### config.mk
export PLATFORM = sky130hd
export DESIGN_NAME = round_arbiter
export DESIGN_NICKNAME = d
export VERILOG_FILES = /design/src/rtl/round_arbiter_pkg.sv /design/src/rtl/round_arbiter_rr_arb2.sv /design/src/rtl/round_arbiter.sv
export SDC_FILE = /design/constraint.sdc
export NUM_CORES = 1
export LEC_CHECK = 0
export ABC_AREA = 1
export CORE_ASPECT_RATIO = 1.2
export CORE_MARGIN = 1.5
export CORE_UTILIZATION = 40
export DETAILED_ROUTE_END_ITERATION = 7
export HOLD_SLACK_MARGIN = 0.1
export PLACE_DENSITY = 0.87
export SETUP_SLACK_MARGIN = 0.3
export SYNTH_ARGS = -nofsm -noshare
export SYNTH_HDL_FRONTEND = slang
export SYNTH_HIERARCHICAL = 1
export SYNTH_SLANG_ARGS = --single-unit
### constraint.sdc
create_clock -name clk -period 1.7 [get_ports clk]
set_input_delay 0.425 -clock clk [delete_from_list [all_inputs] [get_ports clk]]
set_output_delay 0.425 -clock clk [all_outputs]
set_load 0.01 [all_outputs]
### src/rtl/round_arbiter_pkg.sv
// rtl/round_arbiter_pkg.sv - shared types and widths for the posit rounding arbiter
//
// Purpose: field widths, the arbiter state enum and the request/response
// record layouts used by round_arbiter and its testbench.
package round_arbiter_pkg;

  localparam int MANT_IN_W  = 64;
  localparam int MANT_OUT_W = 32;
  localparam int K_W        = 6;
  localparam int EXP_W      = 3;

  typedef enum logic [1:0] {
    ST_IDLE  = 2'd0,
    ST_ISSUE = 2'd1,
    ST_WAIT  = 2'd2,
    ST_RESP  = 2'd3
  } arb_state_e;

  typedef struct packed {
    logic [MANT_IN_W-1:0] mant;
    logic [K_W-1:0]       k;
    logic                 sign;
    logic [EXP_W-1:0]     exp;
  } round_req_t;

  typedef struct packed {
    logic [MANT_OUT_W-1:0] mant;
    logic [K_W-1:0]        k;
    logic                  sign;
    logic [EXP_W-1:0]      exp;
    logic                  err;
  } round_rsp_t;

endpackage

### src/rtl/round_arbiter_rr_arb2.sv
// rtl/round_arbiter_rr_arb2.sv - two-way round-robin grant
//
// Purpose: pick one of two requesters; on a tie the channel that was not
// granted last wins.
// Ports:
//   valid0_i, valid1_i : request present on channel 0 / 1
//   last_grant_i       : channel index granted most recently
//   gnt_o              : one-hot grant (bit N = channel N), zero if no request
module rr_arb2 (
  input  logic       valid0_i,
  input  logic       valid1_i,
  input  logic       last_grant_i,
  output logic [1:0] gnt_o
);

  always_comb begin
    gnt_o = 2'b00;
    if (valid0_i && valid1_i) begin
      gnt_o = last_grant_i ? 2'b01 : 2'b10;
    end else begin
      gnt_o = {valid1_i, valid0_i};
    end
  end

endmodule

### src/rtl/round_arbiter.sv
// rtl/round_arbiter.sv - shares one posit rounding unit between two requesters
//
// Purpose: accepts one rounding request at a time from channel 0 (multiplier)
// or channel 1 (adder), pulses the rounding unit, waits for done (or a
// watchdog timeout) and returns the result on the granted response channel.
// Ports:
//   clk, rst_n                   : clock, asynchronous active-low reset
//   reqN_valid/ready/mant/k/sign/exp : request channel N (ready is combinational)
//   rspN_valid/ready             : response handshake for channel N
//   rsp_mant/k/sign/exp/err      : shared response fields (err = watchdog fired)
//   ru_start, ru_mant/k/sign/exp : operands and start pulse to the rounding unit
//   ru_mant_out/k_final/sign_final/exp_final, ru_done : rounding unit result
//   busy                         : a transaction is in flight
module round_arbiter
  import round_arbiter_pkg::*;
#(
  parameter int TIMEOUT_CYCLES = 16,
  parameter bit PRIO_RESET     = 1'b1
) (
  input  logic                  clk,
  input  logic                  rst_n,
  input  logic                  req0_valid,
  input  logic                  req1_valid,
  output logic                  req0_ready,
  output logic                  req1_ready,
  input  logic [MANT_IN_W-1:0]  req0_mant,
  input  logic [MANT_IN_W-1:0]  req1_mant,
  input  logic [K_W-1:0]        req0_k,
  input  logic [K_W-1:0]        req1_k,
  input  logic                  req0_sign,
  input  logic                  req1_sign,
  input  logic [EXP_W-1:0]      req0_exp,
  input  logic [EXP_W-1:0]      req1_exp,
  output logic                  rsp0_valid,
  output logic                  rsp1_valid,
  input  logic                  rsp0_ready,
  input  logic                  rsp1_ready,
  output logic [MANT_OUT_W-1:0] rsp_mant,
  output logic [K_W-1:0]        rsp_k,
  output logic                  rsp_sign,
  output logic [EXP_W-1:0]      rsp_exp,
  output logic                  rsp_err,
  output logic                  ru_start,
  output logic [MANT_IN_W-1:0]  ru_mant,
  output logic [K_W-1:0]        ru_k,
  output logic                  ru_sign,
  output logic [EXP_W-1:0]      ru_exp,
  input  logic [MANT_OUT_W-1:0] ru_mant_out,
  input  logic [K_W-1:0]        ru_k_final,
  input  logic                  ru_sign_final,
  input  logic [EXP_W-1:0]      ru_exp_final,
  input  logic                  ru_done,
  output logic                  busy
);

  localparam int WD_W = $clog2(TIMEOUT_CYCLES + 1);
  localparam logic [WD_W-1:0] WD_MAX  = WD_W'(TIMEOUT_CYCLES);
  localparam logic [WD_W-1:0] WD_LAST = WD_W'(TIMEOUT_CYCLES - 1);

  arb_state_e       state_q;
  logic             last_grant_q;
  logic             grant_q;
  logic             start_q;
  logic [1:0]       rsp_valid_q;
  logic [WD_W-1:0]  wd_q;
  logic [WD_W-1:0]  wd_d;
  round_req_t       ru_req_q;
  round_rsp_t       rsp_q;

  logic [1:0]       gnt;
  logic             idle;
  logic             rsp_ack;
  round_req_t       req_sel;

  rr_arb2 u_rr_arb2 (
    .valid0_i     (req0_valid),
    .valid1_i     (req1_valid),
    .last_grant_i (last_grant_q),
    .gnt_o        (gnt)
  );

  assign idle       = (state_q == ST_IDLE);
  assign req0_ready = idle && gnt[0];
  assign req1_ready = idle && gnt[1];

  assign req_sel = gnt[1] ? round_req_t'{req1_mant, req1_k, req1_sign, req1_exp}
                          : round_req_t'{req0_mant, req0_k, req0_sign, req0_exp};

  // Only the granted channel's ready can release the response.
  assign rsp_ack = grant_q ? rsp1_ready : rsp0_ready;

  // Saturating so a stuck count can never wrap back into range.
  assign wd_d = (wd_q == WD_MAX) ? wd_q : wd_q + 1'b1;

  always_ff @(posedge clk or negedge rst_n) begin
    if (!rst_n) begin
      state_q      <= ST_IDLE;
      last_grant_q <= PRIO_RESET;
      grant_q      <= 1'b0;
      start_q      <= 1'b0;
      rsp_valid_q  <= 2'b00;
      wd_q         <= '0;
      ru_req_q     <= '0;
      rsp_q        <= '0;
    end else begin
      start_q <= 1'b0;
      case (state_q)
        ST_IDLE: begin
          if (|gnt) begin
            ru_req_q     <= req_sel;
            grant_q      <= gnt[1];
            last_grant_q <= gnt[1];
            start_q      <= 1'b1;
            state_q      <= ST_ISSUE;
          end
        end
        ST_ISSUE: begin
          state_q <= ST_WAIT;
        end
        ST_WAIT: begin
          wd_q <= wd_d;
          // done wins over a timeout landing on the same cycle
          if (ru_done) begin
            rsp_q       <= '{mant: ru_mant_out, k: ru_k_final, sign: ru_sign_final,
                             exp: ru_exp_final, err: 1'b0};
            rsp_valid_q <= grant_q ? 2'b10 : 2'b01;
            state_q     <= ST_RESP;
          end else if (wd_q >= WD_LAST) begin
            rsp_q       <= '{mant: '0, k: '0, sign: 1'b0, exp: '0, err: 1'b1};
            rsp_valid_q <= grant_q ? 2'b10 : 2'b01;
            state_q     <= ST_RESP;
          end
        end
        ST_RESP: begin
          if (rsp_ack) begin
            rsp_valid_q <= 2'b00;
            wd_q        <= '0;
            state_q     <= ST_IDLE;
          end
        end
        default: state_q <= ST_IDLE;
      endcase
    end
  end

  assign ru_start   = start_q;
  assign ru_mant    = ru_req_q.mant;
  assign ru_k       = ru_req_q.k;
  assign ru_sign    = ru_req_q.sign;
  assign ru_exp     = ru_req_q.exp;
  assign rsp0_valid = rsp_valid_q[0];
  assign rsp1_valid = rsp_valid_q[1];
  assign rsp_mant   = rsp_q.mant;
  assign rsp_k      = rsp_q.k;
  assign rsp_sign   = rsp_q.sign;
  assign rsp_exp    = rsp_q.exp;
  assign rsp_err    = rsp_q.err;
  assign busy       = !idle;

endmodule

==> impl_metrics.py <==
metrics = {
    "finish": {
        "antenna_cells": 0,
        "nets": 1441,
        "drive_above_1_share": 0.4620,
        "stdcell_count": 1455,
        "fillers": 686,
        "area.growth.synth_to_final_pct": 107.2,
    },
    "placement": {
        "dp.cells": 1278,
        "dp.final_hpwl_um": 14580,
        "gp_congestion": 0.8523,
        "numPortBuffers": 319,
    },
    "die": {
        "die_w_um": 116.9,
        "start_util": 0.4129,
        "ioPinCount": 320,
        "row_count": 49,
        "fp.dieH_um": 139.7,
        "core_area_sq_mm": 0.01508,
        "die-area_sq_mm": 0.01633,
    },
    "synth": {
        "yosys.area_share.simple": 0.2202,
        "yosysTopAreaCell": "dfrtp_1",
        "syn-instance-count": 768,
        "synthDistinctLibCells": 21,
        "syn_nets": 971,
        "synth_mux_area_frac": 0,
        "netlist_top_cells_area": "dfrtp_1 (51%), nand2_1 (12%), o21ai_0 (6.4%)",
        "yosysTopAreaCellShare": 0.5144,
        "yosysSeqAreaShare": 0.5186,
        "yosys.area_share.xor_xnor": 0,
        "yosys_warnings": 6,
        "synth_area_per_cell_sq_um": 8.108,
        "synth_compound_area_frac": 0.1457,
        "yosys.area_share.adder": 0.01206,
        "syn_area_sq_mm": 0.006227,
        "synth_top_family_by_area": "simple AND/OR/NAND/NOR gates",
        "ys_seq_elements": 129,
    },
    "sta": {
        "rsz0062_at_grt": "true",
        "drv_slew": 0,
        "layout_setup_ws_ps": -114.1,
        "period_needed_ps": 1814,
        "setup_viol": 51,
        "tightest_slew_ps": 440.3,
        "post-route-period-util": 1.067,
        "fmax_ghz": 0.5512,
        "finClkSkew_ps": 10.27,
        "finalHoldViolations": 0,
        "holdWs_ps": 485.7,
        "slew_headroom": 0.7065,
    },
    "cts": {
        "clockRootBuffer": "clkbuf_16",
        "clock_path_buffers": 2,
        "cts_tree": "built",
        "clock_latency_ps": 420,
        "clock-sinks": 129,
        "cts_buffers": 17,
        "h-tree-depth": 4,
        "clk_pin_slew_ps": 60,
    },
    "drt": {
        "drtIter0Drc": 463,
        "dr.pass1.iters": 5,
        "vias": 7704,
        "detail-route-antenna-nets": 0,
        "wl_um": 30400,
        "wl_per_cell_um": 20.89,
        "drc": 0,
        "viasPerCell": 5.295,
    },
    "global_routing": {
        "gr-usage-met2": 0.5328,
        "grt_max_degree": 46,
        "grtUsageMet3": 0.09233,
        "grtUsageMet1": 0.3129,
        "grt.busiest_layer": "met2",
        "grt-ovfl-total": 0,
        "antenna_found_initial": 1,
        "grtUsageTotal": 0.3011,
        "grt_pass1_wl_um": 37500,
        "grt_pass1_vias": 7309,
    },
    "power": {
        "peakVddDrop_v": 0.001216,
        "p_leak_nw": 5.968,
        "power.density_mw_per_mm2": 1862,
    },
    "status": {
        "outcome": "finished, violations left",
        "violations": "negative setup slack",
    },
    "critical_path": {
        "required_ps": 1270,
        "worstPathArrival_ps": 1390,
        "cp_max_fo": 4,
        "critical_path_class": "flip-flop to output port",
        "cp-start-kind": "flip-flop",
        "worstSetupEndpointType": "output port",
    },
    "min_path": {
        "hp-class": "input port to asynchronous set/reset pin",
    },
    "flow_run": {
        "cap_viol_max_count": 0,
    },
}
## stage by stage
stage	area [sq um]	setup TNS [ps]	power, W	utilization	setup slack [ps]
final	12900	-1956	0.02402	0.8554	-114.1
after CTS	11490	-605.9	0.02007	0.7616	-81.72
after global placement	9837	-26280	0.01368	0.6522	-609.9
after global routing	12900	-6876	0.02497	0.8554	-173.3
after detailed placement	9837	-32620	0.01399	0.6522	-653.9
after floorplan	6371	0	0.009673	-	176.5
## final timing paths
| check | start | endpoint | slack [ps] | cells after the start |
|---|---|---|---|---|
| min in group clk | rsp_mant[26] | rsp_mant[26] | 490 | 2 |
| setup reg to reg | last_grant_q | ru_mant[52] | -110 | 7 |
| hold reg to reg | rsp_mant[26] | rsp_mant[26] | 490 | 2 |
| hold / removal | rst_n | ru_mant[33] | 490 | 2 |
| max in group asynchronous | rst_n | ru_mant[49] | 630 | 3 |
| setup / recovery | state_q[1] | req1_ready | -110 | 6 |
## per-layer routing
layer  share of wire  vias up
li1                -     3374
met1            0.32     3707
met4           0.068        2
met5         0.00049        -
met3           0.090      175
met2            0.52      446
## critical path: stages, from the launching register on
cell and delay [ps]:
dfrtp_1 400, inv_2 80, ha_4 180, buf_12 110, nand2_4 50, inv_2 60, buf_6 90
## cell type report
type,instances,area (sq um),share of cell area
Clock buffer,17,425.4,0.03297
Multi-Input combinational cell,505,3482,0.2699
Sequential cell,129,3229,0.2503
Tap cell,204,255.2,0.01978
Inverter,89,336.6,0.02609
Clock inverter,15,157.7,0.01222
Timing Repair Buffer,496,5015,0.3887
## sequential cells by signal, indices dropped and copies added (netlist names)
name	cells
grant_q	1
last_grant_q	1
rsp_err	1
rsp_exp	3
rsp_k	6
rsp_mant	32
rsp_sign	1
rsp_valid_q	2
ru_exp	3
ru_k	6
ru_mant	64
ru_sign	1
ru_start	1
state_q	2
wd_q	5
## cells by family after synthesis
group | after synthesis
AO/OA/AOI/OAI | 155
adder cells (fa/ha/maj) | 6
buffers and inverters | 136
flip-flops | 129
AND/OR/NAND/NOR | 342
## cell usage after synthesis
master / number
or2_2: 1
nor3_1: 1
nand4_1: 6
inv_2: 1
ha_1: 6
nor3b_1: 1
a21oi_1: 40
nand3_1: 44
nor2_1: 86
nor2_2: 1
a21oi_2: 35
buf_6: 13
dfrtp_1: 128
inv_1: 88
buf_2: 14
o21ai_0: 80
nand2_2: 3
dfstp_2: 1
clkbuf_1: 15
buf_4: 5
nand2_1: 199
## power breakdown
group / switching, W / leakage, nW / internal [W]
registers: 0.00111 / 1.49 / 0.00453
logic: 0.00705 / 4.20 / 0.00762
clock network: 0.00153 / 0.276 / 0.00217
total: 0.00969 / 5.97 / 0.0143
## what timing repair did
action,4_1_cts,5_1_grt
gates resized for setup,711,209
pin swaps,43,42
hold endpoints to repair,30,0
setup buffers,44,76
hold buffers,1,0
setup endpoints to repair,250,221
gates cloned,23,1
## cells in the final DEF, fill, tap and decap left out, drive strengths merged
master	n
o21ai	80
clkdlybuf4s50	193
nand4	6
clkinvlp	4
ha	6
nor3	1
nand3	44
nand2	204
nor2	87
clkbuf	18
clkinv	5
dfstp	1
dfrtp	128
nor3b	1
buf	299
inv	93
dlygate4sd3	1
dlygate4sd2	2
bufinv	2
or2	1
a21oi	75
Note: power is estimated with default switching activity, not from simulation.
